### config.mk
export PLATFORM = sky130hd
export DESIGN_NAME = pdm_capture_ctrl
export DESIGN_NICKNAME = d
export VERILOG_FILES = /design/src/rtl/pdm_capture_ctrl.sv
export SDC_FILE = /design/constraint.sdc
export NUM_CORES = 1
export LEC_CHECK = 0
export ABC_AREA = 1
export BUFFER_PORTS_ARGS = -buffer_cell sky130_fd_sc_hd__buf_2
export CORE_UTILIZATION = 50
export CTS_BUF_LIST = sky130_fd_sc_hd__clkbuf_8
export DETAILED_ROUTE_END_ITERATION = 6
export PLACE_DENSITY = 0.71
export SYNTH_ARGS = -nofsm -noshare
export SYNTH_HDL_FRONTEND = slang
export SYNTH_SLANG_ARGS = --single-unit
### constraint.sdc
create_clock -name clock -period 3.6 [get_ports clock]
set_clock_uncertainty 0.05 [all_clocks]
set_input_delay 0.54 -clock clock [delete_from_list [all_inputs] [get_ports clock]]
set_output_delay 0.54 -clock clock [all_outputs]
set_load 0.05 [all_outputs]
### src/rtl/pdm_capture_ctrl.sv
// pdm_capture_ctrl: PDM microphone capture sequencer.
// Divides the system clock down to the mic clock, strobes the deserializer on
// the first system cycle of each mic-clock high phase, and writes each
// completed 16-bit word into the sample RAM.
// Build option: define PDM_CAPTURE_WRAP_EN for circular-buffer capture that
// runs until stop; otherwise the capture is one-shot and ends after NUM_WORDS.
module pdm_capture_ctrl #(
  parameter int unsigned CLK_DIV    = 50,
  parameter int unsigned SETTLE_BIT = 1024,
  parameter int unsigned NUM_WORDS  = 4096,
  parameter int unsigned ADDR_W     = 12
) (
  input  logic              clock,
  input  logic              reset,
  input  logic              start,
  input  logic              stop,
  output logic              busy,
  output logic              done,
  output logic              pdm_clk_o,
  output logic              pdm_lrsel_o,
  output logic              des_shift,
  output logic              des_clear,
  input  logic [15:0]       des_word_i,
  output logic              mem_we,
  output logic [ADDR_W-1:0] mem_addr,
  output logic [15:0]       mem_wdata,
  output logic [ADDR_W:0]   word_count
);

  localparam int unsigned DIV_W = (CLK_DIV > 1) ? $clog2(CLK_DIV) : 1;
  localparam int unsigned SET_W = $clog2(SETTLE_BIT + 1);
  localparam int unsigned CNT_W = ADDR_W + 1;

  localparam logic [DIV_W-1:0]  DIV_LAST = DIV_W'(CLK_DIV - 1);
  localparam logic [SET_W-1:0]  SET_LAST = SET_W'(SETTLE_BIT - 1);
  localparam logic [ADDR_W-1:0] PTR_LAST = ADDR_W'(NUM_WORDS - 1);
`ifdef PDM_CAPTURE_WRAP_EN
  localparam logic [CNT_W-1:0]  WORD_MAX = CNT_W'(NUM_WORDS);
`else
  localparam logic [CNT_W-1:0]  WORD_LAST = CNT_W'(NUM_WORDS - 1);
`endif

  typedef enum logic [1:0] {
    S_IDLE,
    S_SETTLE,
    S_CAPTURE,
    S_DONE
  } state_t;

  state_t state_q, state_d;

  logic [DIV_W-1:0]  div_cnt;
  logic [SET_W-1:0]  settle_cnt;
  logic [3:0]        bit_cnt;
  logic [ADDR_W-1:0] wr_ptr;

  logic running, tick, pdm_rise, pdm_fall, word_end;
  logic keep_run, enter_settle, write_now;

  // Left channel, data valid on the rising mic-clock edge.
  assign pdm_lrsel_o = 1'b0;

  // State register.
  always_ff @(posedge clock) begin
    if (reset) state_q <= S_IDLE;
    else       state_q <= state_d;
  end

  // Next-state and per-cycle event decode.
  always_comb begin
    state_d      = state_q;
    running      = (state_q == S_SETTLE) || (state_q == S_CAPTURE);
    tick         = running && (div_cnt == DIV_LAST);
    pdm_rise     = tick && !pdm_clk_o;
    pdm_fall     = tick && pdm_clk_o;
    word_end     = (state_q == S_CAPTURE) && des_shift && (bit_cnt == 4'd15);
    keep_run     = 1'b0;
    enter_settle = 1'b0;
    write_now    = 1'b0;

    case (state_q)
      S_IDLE, S_DONE: begin
        if (start && !stop) state_d = S_SETTLE;
      end
      S_SETTLE: begin
        if (stop)                                  state_d = S_DONE;
        else if (pdm_fall && settle_cnt == SET_LAST) state_d = S_CAPTURE;
      end
      S_CAPTURE: begin
        if (stop) state_d = S_DONE;
`ifndef PDM_CAPTURE_WRAP_EN
        else if (word_end && word_count == WORD_LAST) state_d = S_DONE;
`endif
      end
      default: state_d = S_IDLE;
    endcase

    keep_run     = running && ((state_d == S_SETTLE) || (state_d == S_CAPTURE));
    enter_settle = (state_d == S_SETTLE) && (state_q != S_SETTLE);
    write_now    = word_end && !stop;
  end

  // Divider, strobes, counters and RAM write port.
  always_ff @(posedge clock) begin
    if (reset) begin
      busy       <= 1'b0;
      done       <= 1'b0;
      pdm_clk_o  <= 1'b0;
      des_shift  <= 1'b0;
      des_clear  <= 1'b0;
      mem_we     <= 1'b0;
      mem_addr   <= '0;
      mem_wdata  <= '0;
      word_count <= '0;
      div_cnt    <= '0;
      settle_cnt <= '0;
      bit_cnt    <= '0;
      wr_ptr     <= '0;
    end else begin
      busy      <= (state_d == S_SETTLE) || (state_d == S_CAPTURE);
      done      <= (state_d == S_DONE);
      div_cnt   <= keep_run ? (tick ? '0 : div_cnt + DIV_W'(1)) : '0;
      pdm_clk_o <= keep_run ? (pdm_clk_o ^ tick) : 1'b0;
      des_shift <= pdm_rise && (state_q == S_CAPTURE) && (state_d == S_CAPTURE);
      des_clear <= (state_q == S_SETTLE) && (state_d == S_CAPTURE);
      mem_we    <= 1'b0;

      if (enter_settle) begin
        settle_cnt <= '0;
        bit_cnt    <= '0;
        word_count <= '0;
        wr_ptr     <= '0;
      end else begin
        if ((state_q == S_SETTLE) && pdm_fall) settle_cnt <= settle_cnt + SET_W'(1);
        if ((state_q == S_CAPTURE) && des_shift) bit_cnt <= bit_cnt + 4'd1;
        if (write_now) begin
          mem_we    <= 1'b1;
          mem_addr  <= wr_ptr;
          mem_wdata <= des_word_i;
          wr_ptr    <= (wr_ptr == PTR_LAST) ? '0 : wr_ptr + ADDR_W'(1);
`ifdef PDM_CAPTURE_WRAP_EN
          if (word_count != WORD_MAX) word_count <= word_count + CNT_W'(1);
`else
          word_count <= word_count + CNT_W'(1);
`endif
        end
      end
    end
  end

endmodule

# ---- Word-level counts from Yosys, hierarchy flattened
# Index checks and enable logic that the tools add are counted.
dict set report totals {
  ff_bits 82
  in_bits 20
  output_inout_bits 48
  word_cells 67
}
dict set report op_classes {
  addsub 5
  n_eq_ne 12
  mux 8
  bitwise 3
  n_reduce_logical 25
}
# cell n
set ops {}
lappend ops {{logical AND 1 bit} 15}
lappend ops {{adder 13 x 1 -> 13 bit (second input constant)} 1}
lappend ops {{equality test 13 x 12 -> 1 bit (second input constant)} 1}
lappend ops {{adder 12 x 1 -> 12 bit (second input constant)} 1}
lappend ops {{equality test 12 bit (second input constant)} 1}
lappend ops {{2-to-1 mux 12 bit} 1}
lappend ops {{adder 11 x 1 -> 11 bit (second input constant)} 1}
lappend ops {{equality test 11 x 10 -> 1 bit (second input constant)} 1}
lappend ops {{2-to-1 mux 2 bit} 5}
lappend ops {{equality test 2 bit (second input constant)} 4}
lappend ops {{adder 6 x 1 -> 6 bit (second input constant)} 1}
lappend ops {{equality test 6 bit (second input constant)} 1}
lappend ops {{one-hot mux 2 bit (3 select lines)} 1}
lappend ops {{OR reduction 2 bit} 3}
lappend ops {{adder 4 x 1 -> 4 bit (second input constant)} 1}
lappend ops {{equality test 2 x 1 -> 1 bit (second input constant)} 2}
lappend ops {{equality test 4 bit (second input constant)} 1}
lappend ops {{OR reduction 3 bit} 1}
lappend ops {{zero test 1 bit} 2}
lappend ops {{zero test 2 bit} 1}
lappend ops {{logical OR 1 bit} 2}
lappend ops {{!= test 2 x 1 -> 1 bit (second input constant)} 1}
lappend ops {{NOT 1 bit} 2}
lappend ops {{AND reduction 2 bit} 1}
lappend ops {{other kinds (2)} 2}

# ---- Longest topological paths before layout
# Gate-level depths: netlist of run 1.
dict set report depth {
  ltp_word 13
  ltp_mapped 20
  depth_no_buf 19
}

# ---- Least setup slack after synthesis of run 1
# OpenSTA, ideal clock, no wires.
dict set report synth_timing {
  path_kind {flip-flop to flip-flop}
  startpoint {register state_q[0]}
  endpoint {register mem_wdata[10]}
  setup_time_ns 0.071
  t_arrival_ns 2.857
  required_time_ns 3.479
  slack_ns 0.623
  stages_incl_launch_ff 20
  path_buffers 2
  period_less_slack_ns 2.977
  path_cell_list {dfxtp_1 > inv_1 > ha_1 > inv_1 > nand4_1 > nor3_1 > ha_1 > inv_1 > nor2_1 > nand3_1 > a21oi_1 > nand2_1 > nand2_1 > inv_1 > ha_1 > nand2_1 > buf_2 > buf_1 > nand3_1 > a21oi_1}
}
dict set report synth_via {
  elab_chain_cells 12
  word_cells_on_any_way 24
  classes_between {eq/ne: 5; mux: 6; bitwise: 1; reduce/logical: 12}
}
# element line_no
set synth_rtl {}
lappend synth_rtl {{start: declaration} 50} ;# state_t state_q, state_d;
lappend synth_rtl {{start signal: assignment} 66} ;# else state_q <= state_d;
lappend synth_rtl {{equality test 2 x 1 -> 1 bit or equality test 2 bit (tied branches)} {72, 81, 76}}
lappend synth_rtl {{logical OR 1 bit} 72} ;# running = (state_q == S_SETTLE) || (state_q == S_CAPTURE);
lappend synth_rtl {{logical AND 1 bit} 73} ;# tick = running && (div_cnt == DIV_LAST);
lappend synth_rtl {{logical AND 1 bit} 75} ;# pdm_fall = tick && pdm_clk_o;
lappend synth_rtl {{logical AND 1 bit} 87} ;# else if (pdm_fall && settle_cnt == SET_LAST) state_d = S_CAPTURE;
lappend synth_rtl {{2-to-1 mux 2 bit} 87}
lappend synth_rtl {{2-to-1 mux 2 bit} 86} ;# if (stop) state_d = S_DONE;
lappend synth_rtl {{one-hot mux 2 bit (3 select lines) (*)} 81} ;# case (state_q)
lappend synth_rtl {{named net state_d[0]} 50}
lappend synth_rtl {{equality test 2 x 1 -> 1 bit (*)} 99} ;# enter_settle = (state_d == S_SETTLE) && (state_q != S_SETTLE);
lappend synth_rtl {{logical AND 1 bit (*)} 99}
lappend synth_rtl {{NOT 1 bit (no source line) (*)} --}
lappend synth_rtl {{AND reduction 2 bit (no source line) (*)} --}
lappend synth_rtl {{end signal: assignment} 139} ;# mem_wdata <= des_word_i;
lappend synth_rtl {{end: declaration} 26} ;# output logic [15:0] mem_wdata,
# The timed path passes the listed nets; every way through them passes the cells marked *.
# A chain may end at the register's enable or synchronous reset.

# ---- Worst setup path in the final report of run 1
dict set report layout_timing {
  startpoint {register state_q[0]}
  endpoint {register bit_cnt[2]}
}
dict set report layout_via {
  elab_chain_cells 11
  word_cells_on_any_way 22
  classes_between {eq/ne: 5; mux: 6; reduce/logical: 11}
}
# element line_no
set layout_rtl {}
lappend layout_rtl {{equality test 2 x 1 -> 1 bit or equality test 2 bit (tied branches)} {72, 81, 76}}
lappend layout_rtl {{logical OR 1 bit} 72}
lappend layout_rtl {{logical AND 1 bit} 73}
lappend layout_rtl {{logical AND 1 bit} 75}
lappend layout_rtl {{logical AND 1 bit} 87}
lappend layout_rtl {{2-to-1 mux 2 bit} 87}
lappend layout_rtl {{2-to-1 mux 2 bit} 86}
lappend layout_rtl {{one-hot mux 2 bit (3 select lines) (*)} 81}
lappend layout_rtl {{named net state_d[0]} 50}
lappend layout_rtl {{equality test 2 x 1 -> 1 bit (*)} 99}
lappend layout_rtl {{logical AND 1 bit (*)} 99}
lappend layout_rtl {{OR reduction 2 bit (no source line) (*)} --}
lappend layout_rtl {{end signal: assignment} 135} ;# if ((state_q == S_CAPTURE) && des_shift) bit_cnt <= bit_cnt + 4'd1;
lappend layout_rtl {{end: declaration} 54} ;# logic [3:0] bit_cnt;
# Marked as above.

==> flow_summary_export.csv, run 1 <==
group,metric,value,unit
power_and_ir_drop,irDropWorstVdd,0.398,mV
routing,drtPass1Iterations,4,
timing,fmaxAchievable,316,MHz
timing,slew_headroom,66.4,%
synthesis,synth_nets,528,
cts,cts_root_buffer,"clkbuf_8",
cts,post_cts_buffers,0,
final_layout,drive_gt1_share,17.6,%
final_layout,insertedDiodeCount,0,
routing,dr.first_iter.drc_count,164,
cts,insertion_delay,0.35,ns
timing,hold_slack,0.406,ns
routing,wl_per_cell,11.6,um
global_route,grt-ovfl-total,0,
placement,place_congestion,0.888,
synthesis,netlist.area_leader.share,45.1,%
synthesis,ys_top_cells_by_area,"dfxtp_1, nand2_1, a21oi_1",
setup_path,path_max_fanout,11,
timing,worst_pin_slew,0.503,ns
placement,io_buffers,66,
synthesis,synth_seq_area_share,45.1,%
floorplanning,die-width,87.3,um
setup_path,reg2reg_slack,0.43,ns
cts,cts_tree,"done",
cts,cts_buffers,9,
final_layout,fillerInstances,669,
synthesis,synth_async_sr_flop_share,0,%
setup_path,critPathCaptureType,"flop",
run_status,status,"finished, final reports clean",
final_layout,finish.utilization,61.5,%
global_route,grt_pass1_wl,12.6,mm
cts,h-tree-depth,3,
timing,slew_violations,0,
timing,hold_viol,0,
synthesis,syn_inst,494,
setup_path,worstPathRequired,3.84,ns
timing,min_period,3.17,ns
power_and_ir_drop,leakagePower,1.73,nW
placement,dp_hpwl,5.53,mm
power_and_ir_drop,power_density,514,nW/um^2
setup_path,endpoint,"bit_cnt[2]",
final_layout,area_growth,16.7,%
setup_path,rr_startpoint,"state_q[0]",
job,drv_cap,0,
routing,vias_per_cell,5.04,
global_route,grt_usage,20.8,%
final_layout,fin_cells,659,
floorplanning,initial_core_util,52.7,%
routing,wirelength,7.64,mm
timing,setup_tns,0,ns
final_layout,nets,593,
floorplanning,rows,30,
timing,setup_viol,0,
routing,drc_errors,0,
setup_path,crit_type,"flop to flop",
synthesis,synth_cell_types,34,
routing,num_vias,3320,
synthesis,synth_area,3640,um^2
synthesis,syn_avg_cell_area,7.37,um^2
synthesis,synth-edff-count,0,
setup_path,r2r_end,"bit_cnt[2]",
floorplanning,io_pins,68,
synthesis,yosys_warnings,0,
worst_hold_path,hold_path_class,"primary input to flop",
global_route,antenna_found_initial,0,
cts,clockBufferDepth,2,
timing,rsz0062_at_grt,"no",
synthesis,yosysTopAreaCell,"dfxtp_1",
cts,cts.sinks,82,
setup_path,arrival,3.41,ns
floorplanning,coreArea,6910,um^2
global_route,grt_max_degree,37,
placement,dp.cells,644,
floorplanning,die_h,87.3,um
cts,clkTransAtPathRegs,0.08,ns
timing,timing.final.crit_share,87.9,%
floorplanning,dieArea,7630,um^2
synthesis,synthFlopType,"dfxtp_1",
setup_path,critPathLaunch,"state_q[0]",
global_route,grt_pass1_vias,2948,
power_and_ir_drop,total_power,2.18,mW
synthesis,ys_seq_elements,82,
routing,ant_nets,0,
setup_path,worstRegToRegCells,19,
setup_path,cp-start-kind,"flop",
==> worst max-delay path: stages (launching register included) <==
cell	delay, ns
dfxtp_1	0.37
inv_1	0.09
ha_1	0.36
inv_1	0.11
nand4_1	0.10
nor3_2	0.18
ha_1	0.20
inv_1	0.04
nor2_1	0.13
nand3_1	0.09
a21oi_1	0.13
nand2_1	0.06
nand2_1	0.10
inv_1	0.07
ha_1	0.22
a21oi_2	0.16
inv_1	0.18
buf_4	0.23
a21oi_1	0.12
o21a_1	0.12
==> per-layer routing <==
| layer | part of all wire, % | vias to the layer above | GRT usage (%) |
|---|---|---|---|
| li1 | - | 1720 | - |
| met1 | 45 | 1525 | 25.1 |
| met2 | 50 | 68 | 36.4 |
| met3 | 4.1 | 7 | 3.79 |
| met4 | 0.92 | 0 | 8.05 |
| met5 | 0 | - | 0 |
==> kinds of logic (layout without fill, tap and decap cells) <==
kind of cell,Yosys count,after routing,share of synthesized area [%]
buf+inv,69,138,7.63
fa+ha+maj,14,14,4.81
xor+xnor,8,8,1.92
compound gates,71,71,10.3
flops,82,82,45.1
simple gates,249,249,30.1
other cells,1,1,0.103
==> registers in the layout (all words and copies together) (netlist names) <==
| signal | flops |
|---|---|
| mem_wdata | 16 |
| word_count | 13 |
| mem_addr | 12 |
| wr_ptr | 12 |
| settle_cnt | 11 |
| div_cnt | 6 |
| bit_cnt | 4 |
| state_q | 2 |
| busy | 1 |
| des_clear | 1 |
| des_shift | 1 |
| done | 1 |
| mem_we | 1 |
| pdm_clk_o | 1 |
==> worst min-delay path by stage <==
| stage | startpoint | to | slack, ns | cells past startpoint |
|---|---|---|---|---|
| 4_1_cts | des_word_i[9] | mem_wdata[9] | 0.39 | 3 |
| 3_3_place_gp | mem_wdata[15] | mem_wdata[15] | 0.40 | 2 |
| 6_report | des_word_i[8] | mem_wdata[8] | 0.41 | 3 |
| 2_1_floorplan | div_cnt[0] | div_cnt[0] | 0.39 | 1 |
| 5_1_grt | des_word_i[9] | mem_wdata[9] | 0.40 | 3 |
| 3_5_place_dp | mem_addr[1] | mem_addr[1] | 0.40 | 2 |
==> report_power, final <==
part           switching, mW  internal, mW
combinational          0.420         0.163
clock                  0.316         0.333
sequential            0.0188         0.931
total                  0.755          1.43
==> cells in the final DEF (no fill, tap or decap), types with 2 or more instances in the layout <==
cell type / synthesis / routed
a21oi_1: 54 / 54
buf_2: 6 / 66
buf_4: 1 / 6
clkbuf_8: 0 / 10
clkinv_2: 0 / 2
clkinvlp_4: 0 / 2
dfxtp_1: 82 / 82
ha_1: 14 / 14
inv_1: 50 / 50
nand2_1: 106 / 106
nand2_2: 2 / 2
nand3_1: 51 / 51
nand4_1: 7 / 7
nor2_1: 55 / 55
nor2_4: 2 / 2
nor3_1: 11 / 10
nor3b_1: 4 / 4
nor4_1: 2 / 2
o21a_1: 3 / 3
o21ai_0: 10 / 10
or2_0: 3 / 3
or2_2: 2 / 2
xor2_1: 7 / 7
==> layout make-up <==
cell class | instances | area, um^2 | share of cell area, %
clock buffers | 10 | 138 | 3.24
repair buffers | 72 | 375 | 8.84
inverters | 51 | 191 | 4.51
well taps | 96 | 120 | 2.83
clock inverters | 5 | 55.1 | 1.30
flip-flops and latches | 82 | 1640 | 38.6
multi-input cells | 343 | 1730 | 40.6
==> Yosys cell counts (all sizes together), types with 2 or more instances <==
cell	count
a21oi	55
buf	11
clkbuf	7
dfxtp	82
ha	14
inv	51
nand2	108
nand3	52
nand4	7
nor2	58
nor3	11
nor3b	4
nor4	2
o21a	3
o21ai	11
or2	5
xor2	7
==> per-stage QoR <==
| stage | instance area, um^2 | setup slack (ns) |
|---|---|---|
| after floorplan | 3640 | 0.623 |
| after global placement | 4050 | 0.495 |
| after detailed placement | 4050 | 0.360 |
| after CTS | 4240 | 0.337 |
| after global routing | 4250 | 0.0152 |
| final | 4250 | 0.434 |
==> timing repair <==
item	CTS	global route
resized for setup	0	1
hold buffers	0	0
setup endpoints to repair	0	22
Note: power is estimated with default switching activity, not from simulation.
==> run 2, diff against run 1 <==
--- a/config.mk
+++ b/config.mk
@@ -7,9 +7,10 @@
 export LEC_CHECK = 0
 export ABC_AREA = 1
 export BUFFER_PORTS_ARGS = -buffer_cell sky130_fd_sc_hd__buf_2
+export CAP_MARGIN = 20
 export CORE_UTILIZATION = 50
-export CTS_BUF_LIST = sky130_fd_sc_hd__clkbuf_8
 export DETAILED_ROUTE_END_ITERATION = 6
+export MAX_ROUTING_LAYER = met4
 export PLACE_DENSITY = 0.71
 export SYNTH_ARGS = -nofsm -noshare
 export SYNTH_HDL_FRONTEND = slang
==> run 2 against run 1 <==
  * Cell area did not move
  * Die area stayed put
  * First-iteration DRC count is 4.3% higher
  * Maximum frequency increased by 0.15%
  * Global-route usage up 0.61 points
  * Critical path depth unchanged
  * Critical path type unchanged
==> flow_summary_export.csv, run 2 (synthesized netlist as in run 1, its figures left out) <==
group,metric,value,unit
routing,drtPass1Iterations,4,
timing,worst_pin_slew,0.503,ns
power_and_ir_drop,p_int,1.43,mW
setup_path,critPathMaxStageDelay,0.37,ns
placement,io_buffers,66,
routing,drc_errors,0,
setup_path,crit_chain,"inv_1 > ha_1 > inv_1 > nand4_1 > nor3_2 > ha_1 > inv_1 > nor2_1 > nand3_1 > a21oi_1 > nand2_1 > nand2_1 > inv_1 > ha_1 > a21oi_2 > inv_1 > buf_4 > a21oi_1 > o21a_1",
timing,setup_tns,0,ns
floorplanning,die-width,87.3,um
cts,cts.sinks,82,
run_status,status,"finished, final reports clean",
setup_path,path_max_fanout,11,
timing,timing.final.crit_share,87.8,%
final_layout,drive_gt1_share,17.6,%
floorplanning,dieArea,7630,um^2
timing,hold_viol,0,
floorplanning,coreArea,6910,um^2
routing,wirelength,7.65,mm
global_route,grt_pass1_vias,2945,
final_layout,area_growth,16.7,%
final_layout,largest-register,"mem_wdata",
cts,clkTransAtPathRegs,0.08,ns
routing,num_vias,3323,
setup_path,cp.buffers_inverters,6,
setup_path,cp-start-kind,"flop",
floorplanning,rows,30,
power_and_ir_drop,power_density,514,nW/um^2
timing,fmaxAchievable,316,MHz
setup_path,cp_slowest_cell,"dfxtp_1",
routing,dr.first_iter.drc_count,171,
global_route,grt_usage,21.4,%
final_layout,layout_commonest_cell,"nand2_1",
placement,place_congestion,0.903,
global_route,grt_pass1_wl,12.5,mm
cts,cts_buffers,9,
final_layout,nets,593,
timing,rsz0062_at_grt,"no",
cts,cts_root_buffer,"clkbuf_8",
power_and_ir_drop,irDropWorstVdd,0.398,mV
job,drv_cap,0,
setup_path,arrival,3.41,ns
routing,ant_nets,0,
power_and_ir_drop,leakagePower,1.73,nW
placement,dp_hpwl,5.53,mm
power_and_ir_drop,swShare,34.6,%
power_and_ir_drop,power_frac_seq,43.5,%
setup_path,crit_family,"adder cells",
placement,pre_cts_ws,0.360,ns
routing,wl_per_cell,11.6,um
power_and_ir_drop,clkPwrFrac,29.8,%
timing,min_period,3.16,ns
timing,hold_slack,0.406,ns
global_route,grt-ovfl-total,0,
global_route,antenna_found_initial,0,
cts,cts_tree,"done",
timing,setup_viol,0,
final_layout,reg_top3,"mem_wdata (16), word_count (13)",
final_layout,largest_register_ffs,16,
timing,slew_violations,0,
timing,slew_headroom,66.4,%
setup_path,crit_type,"flop to flop",
power_and_ir_drop,pwr-share-comb,26.7,%
floorplanning,io_pins,68,
power_and_ir_drop,power.switching,0.756,mW
setup_path,critical_path.most_common_cell,"inv_1",
cts,insertion_delay,0.35,ns
setup_path,critPathCaptureType,"flop",
global_route,grt_max_degree,37,
final_layout,layout_common_cells,"nand2_1, dfxtp_1, buf_2",
timing,postLayoutSetupSlackWorst,0.439,ns
final_layout,insertedDiodeCount,0,
floorplanning,initial_core_util,52.7,%
setup_path,worstPathRequired,3.85,ns
cts,h-tree-depth,3,
worst_hold_path,hold_path_class,"primary input to flop",
routing,vias_per_cell,5.04,
floorplanning,die_h,87.3,um
cts,clockBufferDepth,2,
## run 2: final cells by class
cell class                      count  area [um^2]
Tap cell                           96          120
Clock inverter                      5         55.1
Fill cell                         669         2660
Inverter                           51          191
Sequential cell                    82         1640
Timing Repair Buffer               72          375
Clock buffer                       10          138
Multi-Input combinational cell    343         1730
## run 2: repair_timing
item,CTS,global route
hold buffers,0,0
gates resized for setup,0,1
buffers inserted,0,0
endpoints found under the setup margin,0,22
## run 2: metal layers
| layer | share of wire [%] | GRT usage [%] | vias up | routed length [um] |
|---|---|---|---|---|
| li1 | - | - | 1719 | - |
| met1 | 45 | 25.2 | 1524 | 3440 |
| met2 | 50 | 36.4 | 73 | 3800 |
| met3 | 4.3 | 3.70 | 7 | 332 |
| met4 | 0.92 | 8.05 | 0 | 70 |
| met5 | 0 | - | - | 0 |
## run 2: metrics by stage
stage	area (um^2)	cells	utilization, %	total power [mW]
final	4250	659	61.5	2.18
after CTS	4240	659	61.4	2.21
after global placement	4050	644	58.6	1.54
after floorplan	3640	494	-	1.40
after global routing	4250	659	61.5	2.33
after detailed placement	4050	644	58.6	1.55
## run 2: worst paths after layout
check                start       endpoint  slack, ns  cells past startpoint
max             state_q[0]     bit_cnt[2]       0.44                     19
min          des_word_i[8]   mem_wdata[8]       0.41                      3
max reg2reg     state_q[0]     bit_cnt[2]       0.44                     19
min reg2reg  mem_wdata[14]  mem_wdata[14]       0.41                      2
## run 2: tightest hold or removal path, cell delays in order
cell,delay [ns]
buf_2,0.10
nand3_1,0.07
a21oi_1,0.06
## run 2: power by group through the flow
stage	logic [mW]	registers, mW	clock network (mW)
global placement	0.576	0.969	0
finish	0.583	0.950	0.650
floorplan	0.402	0.998	0
detailed placement	0.583	0.971	0
CTS	0.585	0.950	0.671
global route	0.667	0.953	0.706
